### config.mk
export PLATFORM = sky130hd
export DESIGN_NAME = regincr_pipe
export DESIGN_NICKNAME = d
export VERILOG_FILES = /design/src/rtl/regincr_pipe.sv
export SDC_FILE = /design/constraint.sdc
export NUM_CORES = 1
export LEC_CHECK = 0
export CAP_MARGIN = 40
export CELL_PAD_IN_SITES_DETAIL_PLACEMENT = 1
export CELL_PAD_IN_SITES_GLOBAL_PLACEMENT = 1
export CORE_MARGIN = 4
export CORE_UTILIZATION = 38
export CTS_CLUSTER_SIZE = 24
export DETAILED_ROUTE_END_ITERATION = 6
export PLACE_DENSITY = 0.95
export SETUP_SLACK_MARGIN = 0.02
export SLEW_MARGIN = 20
export SYNTH_ARGS = -nofsm -noshare
export SYNTH_HDL_FRONTEND = slang
export SYNTH_SLANG_ARGS = --single-unit
### constraint.sdc
create_clock -name clk -period 2.7 [get_ports clk]
set_clock_uncertainty 0.15 [all_clocks]
set_input_delay 0.27 -clock clk [delete_from_list [all_inputs] [get_ports clk]]
set_output_delay 0.27 -clock clk [all_outputs]
set_load 0.05 [all_outputs]
### src/rtl/regincr_pipe.sv
// regincr_pipe: NSTAGES-deep valid/ready pipeline; each stage adds INC to the
// message as it enters. Bubbles collapse: an empty stage always accepts from
// upstream, even while downstream stages stall.
// Optional build macro: REGINCR_PIPE_SAT_EN -- saturate each stage add at
// 2^WIDTH-1 instead of wrapping modulo 2^WIDTH.
module regincr_pipe #(
    parameter int WIDTH   = 8,
    parameter int NSTAGES = 2,
    parameter int INC     = 1
) (
    input  logic                           clk,
    input  logic                           reset,
    input  logic                           in_val,
    output logic                           in_rdy,
    input  logic [WIDTH-1:0]               in_msg,
    output logic                           out_val,
    input  logic                           out_rdy,
    output logic [WIDTH-1:0]               out_msg,
    output logic [$clog2(NSTAGES+1)-1:0]   occupancy
);

    localparam int OCC_W = $clog2(NSTAGES + 1);

    logic [NSTAGES-1:0] valid_q;
    logic [NSTAGES-1:0] valid_d;
    logic [NSTAGES-1:0] adv;
    logic [NSTAGES-1:0] up_val;
    logic [WIDTH-1:0]   data_q  [NSTAGES];
    logic [WIDTH-1:0]   data_d  [NSTAGES];
    logic [WIDTH-1:0]   up_data [NSTAGES];

    // One stage's add; the carry out of the extended sum marks overflow.
    function automatic logic [WIDTH-1:0] stage_add(input logic [WIDTH-1:0] a);
        logic [WIDTH:0] sum;
        sum = {1'b0, a} + (WIDTH+1)'(INC);
`ifdef REGINCR_PIPE_SAT_EN
        return sum[WIDTH] ? {WIDTH{1'b1}} : sum[WIDTH-1:0];
`else
        return sum[WIDTH-1:0];
`endif
    endfunction

    // Stage k may load when the output is being taken or some stage at or
    // after k is empty (a hole downstream lets everything upstream of it move).
    // Upstream of stage 0 is the input port; upstream of stage k is stage k-1.
    genvar gi;
    generate
        for (gi = 0; gi < NSTAGES; gi++) begin : g_stage
            assign adv[gi] = out_rdy || !(&valid_q[NSTAGES-1:gi]);
            if (gi == 0) begin : g_first
                assign up_val[gi]  = in_val;
                assign up_data[gi] = in_msg;
            end else begin : g_rest
                assign up_val[gi]  = valid_q[gi-1];
                assign up_data[gi] = data_q[gi-1];
            end
        end
    endgenerate

    // Next-state: an advancing stage takes its upstream valid; data only
    // changes when a real message moves in, so idle data never shifts.
    always_comb begin
        valid_d = valid_q;
        for (int k = 0; k < NSTAGES; k++) begin
            data_d[k] = data_q[k];
            if (adv[k]) begin
                valid_d[k] = up_val[k];
                if (up_val[k]) begin
                    data_d[k] = stage_add(up_data[k]);
                end
            end
        end
    end

    // Stage registers; reset clears everything and wins over any transfer.
    always_ff @(posedge clk) begin
        if (reset) begin
            valid_q <= '0;
            for (int k = 0; k < NSTAGES; k++) begin
                data_q[k] <= '0;
            end
        end else begin
            valid_q <= valid_d;
            for (int k = 0; k < NSTAGES; k++) begin
                data_q[k] <= data_d[k];
            end
        end
    end

    // Occupancy is the population count of the stage valid bits.
    always_comb begin
        occupancy = '0;
        for (int k = 0; k < NSTAGES; k++) begin
            occupancy = occupancy + OCC_W'(valid_q[k]);
        end
    end

    assign in_rdy  = adv[0];
    assign out_val = valid_q[NSTAGES-1];
    assign out_msg = data_q[NSTAGES-1];

endmodule

# Word-level counts from Yosys, hierarchy flattened
# Memory sizes are Yosys's and may differ from the RTL's.
# Index checks and enable logic that the tools add are counted.
word_totals:
  memories: 1
  regBits: 2
  elab_cells: 22
  ramBits: 16
  rom_bits: 0
  latchBits: 0
  out_inout_bits: 12
mem_list:
  columns: ["name", "words", "word_bits", "rd", "rd_ports_with_merged_regs", "write_ports", "line_no", "source"]
  rows:
  - ["data_q", 2, 8, 2, 0, 2, "28", "logic [WIDTH-1:0] data_q [NSTAGES];"]
op_classes:
  eq_ne: 0
  muxes: 9
  n_reduce_logical: 5
  n_div: 0
  shifts: 0
  addsub: 3
  multipliers: 0
  bitwise_logic: 2
  order_cmp: 0
op_table:
  columns: ["cell", "n"]
  rows:
  - ["$mux 8", 6]
  - ["$add 8x1->8 const B", 2]
  - ["$mux 1", 3]
  - ["$add 1x1->2", 1]
  - ["$logic_not 1->1", 2]
  - ["$logic_or 1x1->1", 2]
  - ["$or 1x1->1", 2]
  - ["$reduce_and 2->1", 1]

# Logic depth before layout (Yosys ltp)
depth:
  ltp_word: 5
  ltp_mapped: 5
  depth_no_buf: 4

# Least setup slack after synthesis
# OpenSTA, ideal clock, no wires.
synth_path:
  path_kind: "reg-to-reg"
  from: "register valid_q[1]"
  to: "memory data_q[0][7]"
  setup_time_ns: 0.139
  path_slack_ns: 0.531
  t_required_ns: 2.411
  path_stages_with_launch: 6
  t_arrival_ns: 1.880
  cell_sequence: "dfxtp_1 ha_1 nand2b_1 buf_2 a21oi_1 a311oi_2"
synth_rtl:
  columns: ["item", "line_no", "source"]
  rows:
  - ["start: declaration", "24", "logic [NSTAGES-1:0] valid_q;"]
  - ["start signal: assignment", "83", "valid_q <= valid_d;"]
  - ["end: declaration", "28", null]

# Worst setup path after layout
layout_path:
  from: "register valid_q[0]"
  to: "output port occupancy[1]"
layout_via:
  elab_chain_len: 1
layout_rtl:
  columns: ["item", "line_no", "source"]
  rows:
  - ["$add 1x1->2", "94", "occupancy = occupancy + OCC_W'(valid_q[k]);"]
  - ["end: declaration", "19", "output logic [$clog2(NSTAGES+1)-1:0] occupancy"]
# No other way between the ends.

==> run summary <==
Final setup violation count - 0
Worst-path cell with the longest stage delay - clkdlybuf4s50_1
DR vias/cell - 5.45
IO buf count - 23
Crit. End Element - primary output
FILL cells - 304
Post-route antenna net violation count - 0
P_leak - 0.390 nW
Share of cells above drive strength 1 - 6.50%
Final max-slew violation count - 0
N_diodes - 0
Reg clk slew, reported paths - 0.09 ns
Fmax achieved - 438 MHz
Largest net degree at the start of global routing - 19
P per Cell Area - 489 nW/µm²
Via count - 834
Placement Rows - 18
Post-Syn Area - 966 µm²
Crit path time final - 2.28 ns
Final Hold Viols - 0
P&R area growth vs syn - 20.6%
Yosys Warn Count - 0
Critical R2R Launch - valid_q[0]$_SDFFE_PP0P_
Post-route clock period utilization - 84.5%
Critical path required time - 2.28 ns
CTS resizes - 0
All-Layer GR Usage - 14.3%
Routability cong. - 0.810
Drt wl/cell - 14.4 µm
TritonCTS clock tree - built
Synth async-reset ratio - 0%
Syn_nets - 127
Area contributors post-synth - dfxtp_1, a21oi_1, buf_4, a211oi_1, nand3_1
Slew margin rel. - 54.8%
Die width - 58.4 µm
Largest area contributor in the netlist - dfxtp_1
Num CTS Buffers - 3
Die Height - 58.4 µm
Pre-Repair DR Iteration Count - 3
Clock latency on the worst-skew pair - 0.28 ns
Vias in the first global route - 862
Clk sinks - 18
HP Class - flop to flop
Max incr delay on CP - 0.80 ns
Register area share after synthesis - 37.3%
DRC Markers - 0
Yosys top cell area share - 37.3%
Boundary pin count - 24
Worst-Margin Slew - 0.677 ns
Total die area - 3410 µm²
Most used DFF post-synth - dfxtp_1
H-tree levels - 1
RSZ-0062 raised after global routing - false
Commonest non-fill, non-tap cells in the layout - clkdlybuf4s50_1, dfxtp_1, a21oi_1
WL final - 2200 µm
Worst Path Class, Setup - flop to primary output
Synthesis-stage register bit count - 18
Clk root buf - clkbuf_4
CTS Buffer Depth - 2
Crit path from - valid_q[0]$_SDFFE_PP0P_
Initial antenna violation count - 0
Post-Syn Area per Cell - 8.62 µm²
TNS Setup - 0 ns
Starting Density - 39.3%
First-pass GRT wire length - 3850 µm
R2R depth - 4
CP startpoint kind - flop
Critical Path, Cell by Cell - ha_1, clkdlybuf4s50_1
Largest fanout on the critical path - 10
Hpwl dp - 1850 µm
Max-cap violations - 0
Status - finished, final reports clean
Core footprint - 2450 µm²
Count of cell types in the netlist - 25
WP data arrival - 1.86 ns
Hold_buf cts - 0
Final #Nets - 140
Post-synth EDFFs - 0
GRT overflow - 0
DRT iter0 DRCs - 8
Synth Instances - 112
Overall Power - 570 µW
Hold_sp - data_q[0][9]$_SDFFE_PP0P_
Worst vdd ir - 0.228 mV
Post-CTS Setup Bufs - 0
Commonest non-fill, non-tap cell in the layout - clkdlybuf4s50_1
Worst Hold Depth - 2
cell usage after synthesis, drive strengths merged (2+ instances only):
master / number
ha: 3
nand2: 2
nand4: 2
nand3: 10
dfxtp: 18
o21ai: 8
nand2b: 2
buf: 11
xnor2: 2
a211oi: 7
clkbuf: 4
inv: 3
xor2: 4
or3: 7
a311oi: 6
nor2: 2
a21oi: 17
critical path, delay by kind of cell, from the launching register on:
family	cells	cell delay, ns
DFF	1	0.54
buffers and inverters	1	0.80
adders and majority gates	1	0.24
metal layers:
metal	vias to the layer above	GRT usage, %	wire (µm)
li1	426	-	-
met1	391	16.1	902
met2	17	27.4	1180
met3	0	2.19	117
met4	0	3.97	0
met5	-	0	0
state kept, by name, summed over array words and instances, names as in the netlist:
name     count
valid_q      2
data_q      16
report_power, final:
part	internal (mW)	switching, mW	leakage [nW]
Combinational	0.0571	0.0821	0.227
Sequential	0.284	0.0201	0.149
Clock	0.0517	0.0748	0.0138
worst paths after layout:
check	end	slack [ns]
setup / recovery	occupancy[1]	0.42
hold / removal	data_q[0][9]$_SDFFE_PP0P_	0.34
setup reg to reg	data_q[0][3]$_SDFFE_PP0P_	0.81
hold reg to reg	data_q[0][9]$_SDFFE_PP0P_	0.34
kinds of logic after synthesis:
group | Yosys count | synth area share (%)
and+or+nand+nor | 27 | 15.8
xor gates and xnor gates | 6 | 5.44
adders and majority gates | 3 | 3.89
muxes | 1 | 1.04
AOI/OAI and AO/OA | 39 | 26.2
DFF | 18 | 37.3
buffers and inverters | 18 | 10.4
per-stage QoR:
step / worst slack (ns) / instance area [µm²] / instances / hold WS, ns / util, %
after floorplan: 0.531 / 966 / 112 / 0.217 / -
after global placement: 0.738 / 1140 / 150 / 0.313 / 46.5
after detailed placement: 0.605 / 1140 / 150 / 0.326 / 46.5
after CTS: 0.425 / 1160 / 153 / 0.340 / 47.5
after global routing: 0.314 / 1160 / 153 / 0.365 / 47.5
final: 0.419 / 1160 / 153 / 0.336 / 47.5
area by class of cell:
type                       instances  area, µm²  share of cell area (%)
clock buffer                       3       22.5                    1.93
tap                               30       37.5                    3.22
timing repair buffer              23        228                    19.5
sequential                        18        360                    30.9
inverter                           3       11.3                   0.967
multi-input combinational         76        505                    43.4
No activity file was read; power rests on OpenSTA's default activity.
